--- src/rtl/rom_program_loader.sv ---
// rom_program_loader: writer side of the Hack instruction ROM.
// Takes a big-endian byte stream (word count, then words) over a valid/ready
// handshake and writes the words to the instruction memory starting at
// address 0. The CPU is held in reset while a load is running.
// Optional feature macro: ROM_LOADER_CHECKSUM_EN. When it is defined, two
// checksum bytes follow the image. The checksum is the 16-bit sum of the
// written words.
module rom_program_loader #(
   parameter int ADDR_WIDTH = 15,
   parameter int MAX_WORDS  = 32768
) (
   input  logic                  clk,
   input  logic                  reset,
   input  logic                  start,
   input  logic [7:0]            in_data,
   input  logic                  in_valid,
   output logic                  in_ready,
   output logic                  wr_en,
   output logic [ADDR_WIDTH-1:0] wr_addr,
   output logic [15:0]           wr_data,
   output logic                  busy,
   output logic                  done,
   output logic                  error,
   output logic                  cpu_reset_hold
);

   typedef enum logic [3:0] {
      IDLE,
      LEN_HI,
      LEN_LO,
      DAT_HI,
      DAT_LO,
      WRITE,
`ifdef ROM_LOADER_CHECKSUM_EN
      CHK_HI,
      CHK_LO,
`endif
      FINISH
   } state_t;

   state_t                state;
   state_t                next_state;

   logic [ADDR_WIDTH-1:0] addr;       // address of the next word to write
   logic [15:0]           remaining;  // words still to be written
   logic [7:0]            len_hi;
   logic [7:0]            hi_byte;
   logic [15:0]           len_word;
   logic                  len_too_big;
   logic                  accept;
   logic                  set_done;
   logic                  set_error;
   logic                  last_word;

`ifdef ROM_LOADER_CHECKSUM_EN
   logic [7:0]            chk_hi;
   logic [15:0]           sum;
`endif

   assign len_word       = {len_hi, in_data};
   assign len_too_big    = {16'd0, len_word} > 32'(MAX_WORDS);
   assign accept         = in_ready && in_valid;
   assign last_word      = (remaining == 16'd1);
   assign cpu_reset_hold = busy;

   // State register; reset returns to IDLE from any point in a load.
   always_ff @(posedge clk) begin
      // NOTE: sequential state uses non-blocking assignments so that every
      // flop samples the values from before the clock edge.
      if (reset) state <= IDLE;
      else       state <= next_state;
   end

   // Next-state decode and the per-state handshake and strobe outputs.
   always_comb begin
      // NOTE: every output gets a default first, so no path can leave one
      // unassigned and infer a latch.
      next_state = state;
      in_ready   = 1'b0;
      wr_en      = 1'b0;
      busy       = 1'b1;
      set_done   = 1'b0;
      set_error  = 1'b0;
      case (state)
         IDLE: begin
            busy = 1'b0;
            if (start) next_state = LEN_HI;
         end
         LEN_HI: begin
            in_ready = 1'b1;
            if (in_valid) next_state = LEN_LO;
         end
         LEN_LO: begin
            in_ready = 1'b1;
            if (in_valid) begin
               if (len_word == 16'd0) begin
                  next_state = FINISH;
               end else if (len_too_big) begin
                  set_error  = 1'b1;
                  next_state = IDLE;
               end else begin
                  next_state = DAT_HI;
               end
            end
         end
         DAT_HI: begin
            in_ready = 1'b1;
            if (in_valid) next_state = DAT_LO;
         end
         DAT_LO: begin
            in_ready = 1'b1;
            if (in_valid) next_state = WRITE;
         end
         WRITE: begin
            wr_en = 1'b1;
            if (last_word) begin
`ifdef ROM_LOADER_CHECKSUM_EN
               next_state = CHK_HI;
`else
               next_state = FINISH;
`endif
            end else begin
               next_state = DAT_HI;
            end
         end
`ifdef ROM_LOADER_CHECKSUM_EN
         CHK_HI: begin
            in_ready = 1'b1;
            if (in_valid) next_state = CHK_LO;
         end
         CHK_LO: begin
            in_ready = 1'b1;
            if (in_valid) begin
               if ({chk_hi, in_data} == sum) begin
                  next_state = FINISH;
               end else begin
                  set_error  = 1'b1;
                  next_state = IDLE;
               end
            end
         end
`endif
         FINISH: begin
            set_done   = 1'b1;
            next_state = IDLE;
         end
         default: next_state = IDLE;
      endcase
   end

   // Datapath: byte capture, word assembly, address/count tracking, and the
   // sticky status flags.
   always_ff @(posedge clk) begin
      if (reset) begin
         addr      <= '0;
         remaining <= '0;
         len_hi    <= '0;
         hi_byte   <= '0;
         wr_addr   <= '0;
         wr_data   <= '0;
         done      <= 1'b0;
         error     <= 1'b0;
`ifdef ROM_LOADER_CHECKSUM_EN
         chk_hi    <= '0;
         sum       <= '0;
`endif
      end else begin
         if (state == IDLE && start) begin
            addr    <= '0;
            wr_addr <= '0;
            done    <= 1'b0;
            error   <= 1'b0;
`ifdef ROM_LOADER_CHECKSUM_EN
            sum     <= '0;
`endif
         end
         if (state == LEN_HI && accept) len_hi    <= in_data;
         if (state == LEN_LO && accept) remaining <= len_word;
         if (state == DAT_HI && accept) hi_byte   <= in_data;
         // wr_addr/wr_data only move when a new word is ready; otherwise
         // they keep showing the last word written.
         if (state == DAT_LO && accept) begin
            wr_data <= {hi_byte, in_data};
            wr_addr <= addr;
         end
         if (state == WRITE) begin
            addr      <= addr + ADDR_WIDTH'(1);
            remaining <= remaining - 16'd1;
`ifdef ROM_LOADER_CHECKSUM_EN
            sum       <= sum + wr_data;
`endif
         end
`ifdef ROM_LOADER_CHECKSUM_EN
         if (state == CHK_HI && accept) chk_hi <= in_data;
`endif
         if (set_done)  done  <= 1'b1;
         if (set_error) error <= 1'b1;
      end
   end

endmodule

--- config.mk ---
export PLATFORM = sky130hd
export DESIGN_NAME = rom_program_loader
export DESIGN_NICKNAME = d
export VERILOG_FILES = /design/src/rtl/rom_program_loader.sv
export SDC_FILE = /design/constraint.sdc
export NUM_CORES = 1
export LEC_CHECK = 0
export BUFFER_PORTS_ARGS = -buffer_cell sky130_fd_sc_hd__buf_2
export CAP_MARGIN = 25
export CORE_ASPECT_RATIO = 1.25
export CORE_MARGIN = 2
export CORE_UTILIZATION = 29
export CTS_CLUSTER_DIAMETER = 150
export DETAILED_ROUTE_END_ITERATION = 10
export SKIP_CTS_REPAIR_TIMING = 1
export SYNTH_ARGS = -nofsm -noshare
export SYNTH_HDL_FRONTEND = slang
export SYNTH_SLANG_ARGS = --single-unit
--- constraint.sdc ---
create_clock -name clk -period 2.3 [get_ports clk]
set_clock_uncertainty 0.1 [all_clocks]
set_input_delay 0.46 -clock clk [delete_from_list [all_inputs] [get_ports clk]]
set_output_delay 0.46 -clock clk [all_outputs]
set_load 0.1 [all_outputs]
Word level (Yosys, flattened, before mapping). Index checks and enable logic that the tools add are counted.

Word-level logic and storage cells: 64. Memories kept: 0. Bits in latches: 0. RAM bits: 0. Input bits: 12. Output and inout port bits: 37. Register bits: 84. ROM bits: 0.

Order comparisons: 1. Div/mod/pow operators: 0. Shift operators: 0. Add/sub/neg operators: 2. Bitwise gates (word level): 0. Multiplexer cells: 25. $mul: 0. Eq/ne operators: 12. Reduce and logical (&&, ||, !) cells: 15.

Operators with widths (count): $mux 15 (3); $mux 16 (2); $pmux 4 s6 (1); $mux 4 (5); $eq 16x1->1 const B (1); $gt 16x16->1 const B (1); $logic_not 16->1 (1); $sub 16x1->16 const B (1); $add 15x1->15 const B (1); $eq 4x3->1 const B (3); $mux 1 (11); $ne 2x2->1 const B (5); $reduce_bool 2->1 (5); $eq 4x2->1 const B (2); $logic_and 1x1->1 (6); $mux 3 (2); $reduce_and 5->1 (1); $eq 4x1->1 const B (1); $logic_not 4->1 (1); $reduce_or 4->1 (1); $mux 2 (1).

Logic depth before layout (Yosys ltp). Gate-level depths: netlist (run 1).

Depth in word-level cells: 7. Depth in mapped cells: 7.

Worst setup path before layout (run 1). Ideal clock, no wire load.

Kind: flip-flop to output port. From: reg state[2]. To: out in_ready. Arrival time: 2.048 ns. Slack: -0.308 ns. Stages on the path, launching flop included: 4. Data required time: 1.740 ns. Path through: dfxtp_1 > clkbuf_1 > nor3_1 > nor2_1.

Cells in the longest elaborated chain, start to end: 3. Elaborated cells between the ends (all ways): 6.

Ends and longest elaborated chain: from (decl) (RTL line 41) `state_t state;`; from (signal assigned) (RTL line 71) `else state <= next_state;`; $eq 4x1->1 (tied with other cells) (RTL line 84) `case (state)`; $reduce_or 4->1 (no source line) (*); $mux 1 (*) (RTL line 84); to (decl) (RTL line 17) `output logic in_ready,`.

Mark *: on every way between the ends. The rest lies on a longest branch, timed or not.

Worst setup path after layout (run 1). Same ends and word-level chain as after synthesis.

==> flow_metrics.tcl, run 1 <==
set metrics [dict create \
    num-fill-cells 1335 \
    clock_latency_ns 0.33 \
    fmax_mhz 463 \
    ant_nets 0 \
    first_pass_iters 4 \
    end_kind "output pin" \
    wl_per_cell_microns 13.7 \
    finalMaxSlewViolations 0 \
    synth_area_leaders "dfxtp_1 46%, a21oi_1 9.7%, nand2_1 8.5%, nor2_1 3.8%, nand3_1 3.3%" \
    cts_tree "built" \
    met3_usage_pct 2.99 \
    die_h_microns 129 \
    setup_viol 0 \
    globalplace.congestion 0.894 \
    post_synth_num_cell_types 48 \
    cp_slowest_cell "buf_2" \
    antenna_found_initial 0 \
    clkSinkCount 83 \
    synth_top_area_cell "dfxtp_1" \
    period_share_pct 94.0 \
    antenna_cells 0 \
    htreeDepth 3 \
    syn-instance-count 452 \
    rsz0062_at_grt "no" \
    syn-cell-area_sq_mm 0.00361 \
    stdcell_count 671 \
    power.share.sequential_pct 43.1 \
    async_flop_share_pct 0 \
    synth_edf_count 0 \
    regArea_sq_mm 0.00166 \
    cts_buffers 9 \
    netlist.area_leader.share_pct 46.0 \
    synthFlopType "dfxtp_1" \
    nNetsFinal 517 \
    netlist_top_cells_count "83 x dfxtp_1, 82 x nand2_1, 70 x a21oi_1" \
    clock_power_share_pct 39.5 \
    initial_core_util_pct 29.7 \
    hold_path.class "in -> reg" \
    placed_cells 655 \
    criticalPathCategory "reg -> out" \
    cellPowerDensity_mw_per_mm2 793 \
    place.detailed.hpwl_microns 6570 \
    cts_buffer_depth 2 \
    rows 45 \
    use_met2_pct 24.6 \
    clk_pin_slew_ns 0.06 \
    die-area_sq_mm 0.0134 \
    regToRegSetupSlack_ns 0.19 \
    core-area_sq_mm 0.0122 \
    worst_ir_drop_vdd_mv 0.400 \
    outcome "completed" \
    cts-root-buf "clkbuf_16" \
    avgSynthCellArea_sq_um 7.99 \
    die_w_microns 104 \
    crit_path_max_incr_delay_ns 0.42 \
    grt_max_degree 32 \
    ios 49 \
    path_delay_family "buffers and inverters" \
    port_buffers 48 \
    cp-start-kind "register" \
    drc 0 \
    first_iter_violations 195 \
    synth_most_common_cell "dfxtp_1" \
    grt_overflow 0 \
    p_leak_nw 1.59 \
    gr-usage-all-layers_pct 14.0 \
    synthesis.nets 467 \
    maxCapViolCount 0 \
    slew_headroom_pct 60.4 \
    ys_ff_latch 83 \
    multi_input_area_sq_mm 0.00180 \
    vias 3384 \
    met1_usage_pct 17.0 \
    wirelength_microns 9190 \
    grt_pass1_wl_microns 15500 \
    switching_share_pct 28.8 \
    cp_max_fo 13 \
    internal_power_w 0.00248 \
    comb_power_share_pct 17.5 \
    tightest_slew_ns 0.589 \
    arrival_ns 1.60 \
    drive_gt1_share_pct 18.5 \
    yosysWarningCount 0 \
    cp_common_cell "buf_4" \
    setup-tns-final_ns 0 \
    via_per_inst 5.04 \
    critPathBufInv 3 \
    grt_pass1_vias 3219 \
    synth_seq_area_share_pct 46.0 \
    hold_violations 0 \
    switchingPower_w 0.00101 \
    fin_crit_ns 2.16 \
    grt_busiest_layer "met2" \
    cp.required_ns 1.74 \
    cp_cell_sequence "buf_4 -> nor3_1 -> buf_4 -> nor2_2 -> buf_2" \
    areaGrowthSynthToFinish_pct 21.9 \
]
-- worst paths after layout --
check	end	cells after the start	start
max	in_ready	5	state[2]
min	addr[4]	2	start
max reg2reg	remaining[10]	5	remaining[3]
min reg2reg	wr_data[4]	2	wr_data[4]
-- routing by layer --
layer  part of all wire [%]  vias up  routed length, microns
li1                       -     1708                       -
met1                     44     1605                    4080
met2                     51       57                    4640
met3                    3.4       14                     310
met4                    1.7        0                     158
met5                      0        -                       0
-- kinds of logic (layout without fill, tap and decap cells) --
family	Yosys count	after routing	synth area share, %
DFF	83	83	46.0
muxes	10	10	2.84
and+or+nand+nor	198	198	25.9
xor gates and xnor gates	5	5	1.21
buffers and inverters	39	94	4.23
AOI/OAI and AO/OA	114	114	18.8
adders and majority gates	3	3	1.04
-- worst register-to-register path, stage by stage (launching register included) --
cell and delay [ns]:
dfxtp_1 0.36, or3_1 0.47, nand2b_4 0.18, or4_1 0.42, or4_1 0.41, o211ai_1 0.09
-- layout by cell type (no fill, tap or decap), types with 7 or more instances in the layout --
| cell type | instances |
|---|---|
| dfxtp_1 | 83 |
| nand2_1 | 82 |
| a21oi_1 | 70 |
| buf_2 | 47 |
| nor2_1 | 36 |
| nand3_1 | 24 |
| buf_4 | 22 |
| clkbuf_16 | 9 |
| nor3_1 | 8 |
| o21ai_0 | 8 |
| nor4_1 | 8 |
| mux2i_1 | 8 |
| nand4_1 | 7 |
-- layout make-up --
cell class | count | area share (%)
Multi-Input combinational cell | 330 | 41.0
Clock buffer | 13 | 6.14
Clock inverter | 3 | 0.483
Sequential cell | 83 | 37.8
Tap cell | 164 | 4.66
Timing Repair Buffer | 70 | 9.27
Inverter | 8 | 0.682
-- per-stage QoR --
step                      power (W)  setup WS (ns)  util [%]  area [sq um]  hold WS [ns]
after global routing        0.00363         0.0378      36.2          4400         0.316
after detailed placement    0.00214          0.210      33.8          4110         0.347
final                       0.00349          0.139      36.2          4400         0.300
after global placement      0.00213          0.238      33.8          4110         0.341
after floorplan             0.00198         0.0935         -          3610         0.332
after CTS                   0.00353         0.0823      36.2          4400         0.300
-- state kept, by name, indices dropped and copies added (netlist names) --
name       count
addr          15
done           1
error          1
hi_byte        8
len_hi         8
remaining     16
state          3
wr_addr       15
wr_data       16
-- power by group through the flow --
stage	combinational [W]	sequential [W]	clock, W
after global routing	0.000662	0.00151	0.00146
after detailed placement	0.000608	0.00153	0
after floorplan	0.000452	0.00153	0
after global placement	0.000601	0.00153	0
after CTS	0.000610	0.00150	0.00142
final	0.000609	0.00150	0.00138
No activity file was read; power rests on OpenSTA's default activity.
==> run 2: changes to the inputs <==
--- a/config.mk
+++ b/config.mk
@@ -7,3 +7,3 @@
 export LEC_CHECK = 0
-export BUFFER_PORTS_ARGS = -buffer_cell sky130_fd_sc_hd__buf_2
+export BUFFER_PORTS_ARGS = -buffer_cell sky130_fd_sc_hd__clkbuf_2
 export CAP_MARGIN = 25
@@ -11,5 +11,6 @@
 export CORE_MARGIN = 2
-export CORE_UTILIZATION = 29
+export CORE_UTILIZATION = 55
 export CTS_CLUSTER_DIAMETER = 150
 export DETAILED_ROUTE_END_ITERATION = 10
+export PLACE_DENSITY = 0.77
 export SKIP_CTS_REPAIR_TIMING = 1
--- a/constraint.sdc
+++ b/constraint.sdc
@@ -4,2 +4,2 @@
 set_output_delay 0.46 -clock clk [all_outputs]
-set_load 0.1 [all_outputs]
+set_load 0.05 [all_outputs]
==> flow_metrics.tcl, run 2 (synthesis results as in run 1) <==
set metrics [dict create \
    rsz0062_at_grt "no" \
    cp_cell_sequence "nand3b_1 -> clkinv_1 -> buf_4 -> clkbuf_2" \
    rows 33 \
    fin_ws_ns 0.154 \
    outcome "completed" \
    slew_headroom_pct 55.9 \
    fmax_mhz 466 \
    p_leak_nw 1.50 \
    cts_tree "built" \
    worst_ir_drop_vdd_mv 0.544 \
    vias 3443 \
    place_ws_ns 0.219 \
    ant_nets 0 \
    antenna_found_initial 0 \
    grt_pass1_vias 3100 \
    end_kind "output pin" \
    grt_overflow 0 \
    critPathLaunch "state[1]" \
    die_w_microns 76.5 \
    finalMaxSlewViolations 0 \
    die-area_sq_mm 0.00723 \
    drive_gt1_share_pct 17.5 \
    setup-tns-final_ns 0 \
    worstHoldStart "start" \
    cellPowerDensity_mw_per_mm2 726 \
    nNetsFinal 513 \
    place.detailed.hpwl_microns 6000 \
    num-fill-cells 594 \
    rr_endpoint "remaining[10]" \
    wl_per_cell_microns 14.5 \
    final_cell_mix "83 x dfxtp_1, 82 x nand2_1, 70 x a21oi_1, 48 x clkbuf_2, 37 x nor2_1" \
    cts-root-buf "clkbuf_8" \
    placed_cells 574 \
    cts_buffers 9 \
    drc 0 \
    timing.rr.start "remaining[3]" \
    wirelength_microns 8550 \
    antenna_cells 0 \
    core-area_sq_mm 0.00644 \
    htreeDepth 3 \
    clk_pin_slew_ns 0.08 \
    setup_viol 0 \
    whs_path_depth 2 \
    criticalPathCategory "reg -> out" \
    arrival_ns 1.59 \
    clock_latency_ns 0.35 \
    cp_slowest_cell "clkbuf_2" \
    crit_path_max_incr_delay_ns 0.32 \
    cts_buffer_depth 2 \
    regToRegSetupSlack_ns 0.16 \
    reg_top3 "remaining: 16 flops, wr_data: 16 flops" \
    clkSinkCount 83 \
    final_common_cell "dfxtp_1" \
    ios 49 \
    die_h_microns 94.6 \
    grt_pass1_wl_microns 14300 \
    tightest_slew_ns 0.655 \
    reg2reg_depth 5 \
    cp_max_fo 17 \
    areaGrowthSynthToFinish_pct 15.8 \
    hold_violations 0 \
    utilization_pct 64.9 \
    cp.required_ns 1.74 \
    gr-usage-all-layers_pct 24.4 \
    grt_max_degree 59 \
    port_buffers 48 \
    worstHoldEndpoint "addr[4]" \
    first_pass_iters 5 \
    via_per_inst 5.85 \
    stdcell_count 589 \
    initial_core_util_pct 56.0 \
    first_iter_violations 225 \
    globalplace.congestion 0.882 \
    period_share_pct 93.3 \
    maxCapViolCount 0 \
    fin_crit_ns 2.15 \
    hold_path.class "in -> reg" \
    cp-start-kind "register" \
]
## run 2: power breakdown
part | internal (W) | switching (W)
Clock | 0.000497 | 0.000521
Sequential | 0.00147 | 0.0000344
Combinational | 0.000183 | 0.000329
Total | 0.00215 | 0.000885
## run 2: per-stage QoR
step	hold WS [ns]	power [W]	cell area (sq um)
2_1_floorplan	0.332	0.00190	3610
3_3_place_gp	0.343	0.00203	3990
3_5_place_dp	0.347	0.00204	3990
4_1_cts	0.266	0.00306	4180
5_1_grt	0.272	0.00316	4180
6_report	0.274	0.00303	4180
## run 2: critical path, delay by kind of cell, from the launching register on
| family | cells | cell delay, ns |
|---|---|---|
| buffers and inverters | 3 | 0.66 |
| and+or+nand+nor | 1 | 0.26 |
| DFF | 1 | 0.31 |
## run 2: cell type report
cell class,count,area [sq um],area share [%]
clock buffers,9,124,2.96
clock inverters,6,65.1,1.56
inverters,8,30.0,0.719
multi-input cells,330,1800,43.1
flip-flops and latches,83,1660,39.8
well taps,87,109,2.60
repair buffers,66,388,9.28
## run 2: how the worst max path moves through the flow
stage | end | slack, ns
floorplan | cpu_reset_hold | 0.25
global placement | remaining[10] | 0.25
detailed placement | remaining[10] | 0.22
CTS | wr_en | 0.14
global route | wr_en | 0.06
finish | wr_en | 0.15
## run 2: per-layer routing
layer | GRT usage (%) | vias to the layer above | wire length (microns)
met5 | 0 | - | 0
met3 | 3.44 | 24 | 334
met1 | 29.1 | 1614 | 3610
met4 | 13.5 | 0 | 287
met2 | 42.7 | 110 | 4320
li1 | - | 1695 | -
